File: src/rtl/counter_scheduler_pkg.sv
// Shared definitions for the counter scheduler and its round-robin picker.
// Holds the state encodings and the default counter and requester sizes.
package counter_scheduler_pkg;

   typedef enum logic [1:0] {
      S_IDLE = 2'd0,
      S_RUN  = 2'd1,
      S_DONE = 2'd2
   } state_e;

   localparam int DEF_WIDTH = 8;
   localparam int DEF_N_REQ = 4;

endpackage

File: src/rtl/counter_scheduler_rr_pick.sv
// Combinational round-robin picker: first set request bit scanning upward from ptr.
// Reusable by any block that arbitrates a shared resource.
module rr_pick #(
   parameter int N_REQ = 4,
   parameter int IDX_W = 2
) (
   input  logic [N_REQ-1:0] req_i,
   input  logic [IDX_W-1:0] ptr_i,
   output logic [IDX_W-1:0] idx_o,
   output logic             valid_o
);

   logic [IDX_W-1:0] cand;

   // Scan from the farthest offset down so the closest hit to ptr is written last.
   always_comb begin
      idx_o   = '0;
      valid_o = 1'b0;
      cand    = '0;
      for (int k = N_REQ - 1; k >= 0; k--) begin
         cand = IDX_W'((int'(ptr_i) + k) % N_REQ);
         if (req_i[cand]) begin
            idx_o   = cand;
            valid_o = 1'b1;
         end
      end
   end

endmodule

File: src/rtl/counter_scheduler.sv
// Round-robin scheduler sharing one up-counter among N_REQ requesters.
// Grants one run at a time, counts 1..len, then pulses done to the owner.
module counter_scheduler
   import counter_scheduler_pkg::*;
#(
   parameter int N_REQ = DEF_N_REQ,
   parameter int WIDTH = DEF_WIDTH
) (
   input  logic                   clk,
   input  logic                   reset,
   input  logic [N_REQ-1:0]       req,
   input  logic [N_REQ*WIDTH-1:0] len,
   output logic [N_REQ-1:0]       grant,
   output logic [N_REQ-1:0]       done,
   output logic                   busy,
   output logic [WIDTH-1:0]       count,
   output logic                   is_one
);

   localparam int IDX_W = (N_REQ > 1) ? $clog2(N_REQ) : 1;

   state_e           state_q, state_d;
   logic [IDX_W-1:0] ptr_q, ptr_d;
   logic [IDX_W-1:0] w_q, w_d;
   logic [WIDTH-1:0] len_q, len_d;
   logic [WIDTH-1:0] count_q, count_d;
   logic [IDX_W-1:0] pick_idx;
   logic             pick_vld;
   logic [WIDTH-1:0] len_sel;
   logic [N_REQ-1:0] owner_oh;

   rr_pick #(
      .N_REQ (N_REQ),
      .IDX_W (IDX_W)
   ) u_pick (
      .req_i   (req),
      .ptr_i   (ptr_q),
      .idx_o   (pick_idx),
      .valid_o (pick_vld)
   );

   assign len_sel = len[pick_idx*WIDTH +: WIDTH];

   always_comb begin
      state_d = state_q;
      ptr_d   = ptr_q;
      w_d     = w_q;
      len_d   = len_q;
      count_d = count_q;
      case (state_q)
         S_IDLE: begin
            if (pick_vld) begin
               w_d   = pick_idx;
               len_d = len_sel;
               ptr_d = (pick_idx == IDX_W'(N_REQ - 1)) ? '0 : pick_idx + 1'b1;
               if (len_sel != '0) begin
                  state_d = S_RUN;
                  count_d = WIDTH'(1);
               end else begin
                  state_d = S_DONE;
                  count_d = '0;
               end
            end
         end
         S_RUN: begin
            // Abort outranks completion, so a dropped req never sees done.
            if (!req[w_q]) begin
               state_d = S_IDLE;
               count_d = '0;
            end else if (count_q == len_q) begin
               state_d = S_DONE;
            end else begin
               count_d = count_q + 1'b1;
            end
         end
         S_DONE:  state_d = S_IDLE;
         default: state_d = S_IDLE;
      endcase
   end

   always_ff @(posedge clk or posedge reset) begin
      if (reset) begin
         state_q <= S_IDLE;
         ptr_q   <= '0;
         w_q     <= '0;
         len_q   <= '0;
         count_q <= '0;
      end else begin
         state_q <= state_d;
         ptr_q   <= ptr_d;
         w_q     <= w_d;
         len_q   <= len_d;
         count_q <= count_d;
      end
   end

   assign owner_oh = N_REQ'(1) << w_q;
   assign grant    = (state_q == S_RUN)  ? owner_oh : '0;
   assign done     = (state_q == S_DONE) ? owner_oh : '0;
   assign busy     = (state_q == S_RUN) || (state_q == S_DONE);
   assign count    = count_q;
   assign is_one   = (state_q == S_RUN) && (count_q == WIDTH'(1));

endmodule

File: config.mk
export PLATFORM = sky130hd
export DESIGN_NAME = counter_scheduler
export DESIGN_NICKNAME = d
export VERILOG_FILES = /design/src/rtl/counter_scheduler_pkg.sv /design/src/rtl/counter_scheduler_rr_pick.sv /design/src/rtl/counter_scheduler.sv
export SDC_FILE = /design/constraint.sdc
export NUM_CORES = 1
export LEC_CHECK = 0
export CELL_PAD_IN_SITES_DETAIL_PLACEMENT = 0
export CELL_PAD_IN_SITES_GLOBAL_PLACEMENT = 2
export CORE_AREA = 2 2 81 91
export DETAILED_ROUTE_END_ITERATION = 8
export DIE_AREA = 0 0 83 93
export PLACE_DENSITY_LB_ADDON = 0.1
export RECOVER_POWER = 25
export SYNTH_ARGS = -nofsm -noshare
export SYNTH_HDL_FRONTEND = slang
export SYNTH_SLANG_ARGS = --single-unit
export TNS_END_PERCENT = 10
File: constraint.sdc
create_clock -name clk -period 1.94 [get_ports clk]
set_input_delay 0.291 -clock clk [delete_from_list [all_inputs] [get_ports clk]]
set_output_delay 0.291 -clock clk [all_outputs]
set_load 0.03 [all_outputs]
==> impl_metrics.py <==
metrics = {
    "status": {
        "outcome": "finished, violations left",
        "violations": "negative setup slack",
    },
    "setup_path": {
        "max_stage_delay_ns": 0.42,
        "reg2reg_depth": 9,
        "crit_chain": "xor2_1 -> nor4_2 -> buf_4 -> nand2_4 -> o21ba_4 -> and4_4 -> and3_4 -> xnor2_2 -> nor2_1",
        "cp_max_fo": 3,
        "crit_path_end_kind": "register",
        "crit_path_top_delay_cell": "dfrtp_2",
        "startpoint_type": "register",
        "crit_buf_inv": 1,
        "crit_arrival_ns": 2.16,
        "cp.required_ns": 2.12,
        "cpLargestDelayFamily": "simple AND/OR/NAND/NOR gates",
        "crit_cells": 9,
        "crit_type": "reg2reg",
    },
    "logic_synthesis": {
        "syn_avg_cell_area_sq_um": 9.750,
        "synth_ff_type": "dfrtp_1",
        "ys_seq_elements": 22,
        "yosysWarnings": 0,
        "syn_inst": 164,
        "synthDistinctLibCells": 36,
        "syn-num-nets": 207,
        "ys_seq_area_frac": 0.3443,
        "synth_edf_count": 0,
        "synth_top_area_share": 0.3443,
        "postSynth.asyncResetShare": 1.000,
        "synth.top_cells.by_area": "dfrtp_1 34%, mux2i_1 11%, mux2_2 7.0%, xor2_1 5.5%, o21ai_0 4.1%",
        "yosysTopAreaCell": "dfrtp_1",
        "syn_area_sq_mm": 0.001599,
    },
    "layout": {
        "final_common_cell": "clkdlybuf4s50_1",
        "design_area_sq_mm": 0.002680,
        "multi_input_area_sq_mm": 0.001071,
        "drive_above_1_share": 0.3307,
        "seq_area_sq_um": 559.3,
        "stdcell_count": 339,
        "fillCellCount": 700,
        "synthToLayoutAreaGrowth_pct": 67.61,
        "nNetsFinal": 298,
        "layout_common_cells": "40 x clkdlybuf4s50_1, 39 x buf_4, 16 x mux2i_1, 15 x dfrtp_1, 14 x nand2_1",
        "antenna_cells": 0,
    },
    "routing": {
        "drt-pass1-iter-count": 4,
        "routedWlPerCell_microns": 13.46,
        "vias": 1531,
        "finalWirelength_microns": 4562,
        "ant_nets": 0,
        "drt-vias-per-instance": 4.516,
        "drt_iter0_markers": 37,
        "drc": 0,
    },
    "hold_path": {
        "hold_path.class": "reg2reg",
        "hold_depth": 2,
    },
    "grt": {
        "grt_pass1_wl_microns": 7210,
        "grt_use_total": 0.1127,
        "grt_overflow": 0,
        "grt_pass1_vias": 1581,
        "antenna_found_initial": 0,
        "grt_max_degree": 23,
    },
    "run": {
        "drv_cap": 0,
    },
    "timing": {
        "setup_tns_ns": -0.06633,
        "slew_headroom": 0.2047,
        "fmax_mhz": 506.0,
        "clock_skew_ns": 0.003897,
        "report.final.slew_viol_count": 0,
        "rsz0062_at_grt": "yes",
        "setup_viol": 3,
        "worstMarginPinSlew_ns": 1.193,
        "post-route-min-period_ns": 1.976,
        "setup_slack_ns": -0.03621,
        "fin_crit_sh": 1.019,
        "hold_viol": 0,
    },
    "cts": {
        "clock_latency_ns": 0.26,
        "cts_htree_levels": 1,
        "cts_tree": "done",
        "numCtsBuffers": 3,
        "cts_sinks": 22,
        "cts_hold_buf": 0,
        "clockBufferDepth": 2,
        "cts_root_buf": "clkbuf_8",
        "clk_pin_slew_ns": 0.08,
    },
    "floorplan": {
        "ios": 56,
        "die_y_microns": 93,
        "die_w_microns": 83,
        "rows": 32,
        "die_area_sq_mm": 0.007719,
        "coreArea_sq_mm": 0.006847,
        "start_util": 0.2336,
    },
    "placed_design": {
        "place_congestion": 0.8451,
        "place_area_sq_mm": 0.002472,
        "post-dp-hpwl_microns": 3552,
        "place_inst": 332,
        "io_buffers": 55,
    },
    "power": {
        "vdd_drop_max_uv": 439.4,
        "power_density_mw_per_mm2": 1218,
        "p_leak_nw": 1.252,
    },
}
routing by layer:
layer / routed length [microns] / GRT usage
met5: 0 / 0
met2: 2520 / 0.2137
met1: 1879 / 0.1346
met4: 30 / 0.02869
met3: 131 / 0.01324
path summary, 6_finish.rpt:
path                                       from                    to  slack, ns
min                        len_q[2]$_DFFE_PP0P_  len_q[2]$_DFFE_PP0P_       0.51
min in group asynchronous                 reset  len_q[1]$_DFFE_PP0P_       0.85
max in group asynchronous                 reset  count[1]$_DFFE_PP0P_       0.31
max                        count[5]$_DFFE_PP0P_  count[7]$_DFFE_PP0P_      -0.04
min reg2reg                len_q[2]$_DFFE_PP0P_  len_q[2]$_DFFE_PP0P_       0.51
max reg2reg                count[5]$_DFFE_PP0P_  count[7]$_DFFE_PP0P_      -0.04
state kept, by name, indices dropped and copies added (netlist names):
register and count:
len_q 8, state_q 2, ptr_q 2, w_q 2, count 8
per-stage QoR:
step,power [mW],setup WS [ns],hold WS [ns],utilization
final,3.264,-0.03621,0.5129,0.3914
after CTS,3.090,-0.1485,0.3670,0.3702
after global routing,3.514,-0.1305,0.5292,0.3914
after global placement,2.713,-0.5469,0.4925,0.3611
after detailed placement,2.737,-0.5415,0.4958,0.3611
after floorplan,1.971,-0.1039,0.2797,-
layout make-up:
cell class                      instances  area share
Multi-Input combinational cell        127      0.3996
Timing Repair Buffer                   94      0.3217
Sequential cell                        22      0.2087
Tap cell                               85     0.03968
Clock buffer                            4     0.02054
Inverter                                7    0.009804
Yosys cell counts, types with 2 or more instances:
cell type   n
nor4_1      3
inv_1       7
and3_1      5
o21ai_0    13
mux2_2     10
nand2_1    15
nand4_1     3
ha_1        5
xnor2_1     4
nor3b_1     2
dfrtp_1    22
mux2i_1    17
a21oi_1    10
and3b_1     4
nor2_1      8
xor2_1     10
o22ai_1     3
clkbuf_1    4
buf_6       2
worst min-delay path: cells and delay by family, from the launching register on:
kind	cells	cell delay [ns]
simple gates	1	0.05
flops	1	0.36
compound gates	1	0.06
logic make-up after synthesis:
group | Yosys count | synth area share
multiplexers | 28 | 0.1909
AND/OR/NAND/NOR | 48 | 0.1729
XOR/XNOR | 14 | 0.07668
buffers and inverters | 15 | 0.05555
flip-flops | 22 | 0.3443
AO/OA/AOI/OAI | 32 | 0.1205
adder cells (fa/ha/maj) | 5 | 0.03912
report_power, final:
group          internal [mW]  leakage [nW]  switching (mW)
logic                   1.11         0.956            1.08
registers              0.630         0.268           0.116
clock network          0.181        0.0288           0.147
repair_timing:
item                                   4_1_cts  5_1_grt
pin swaps                                    1       15
gates resized for setup                     12       27
setup buffers                                0        1
setup endpoints to repair                   15       11
cloned                                       0        2
endpoints found under the hold margin        0        0
Power figures use the tool's default switching activity.
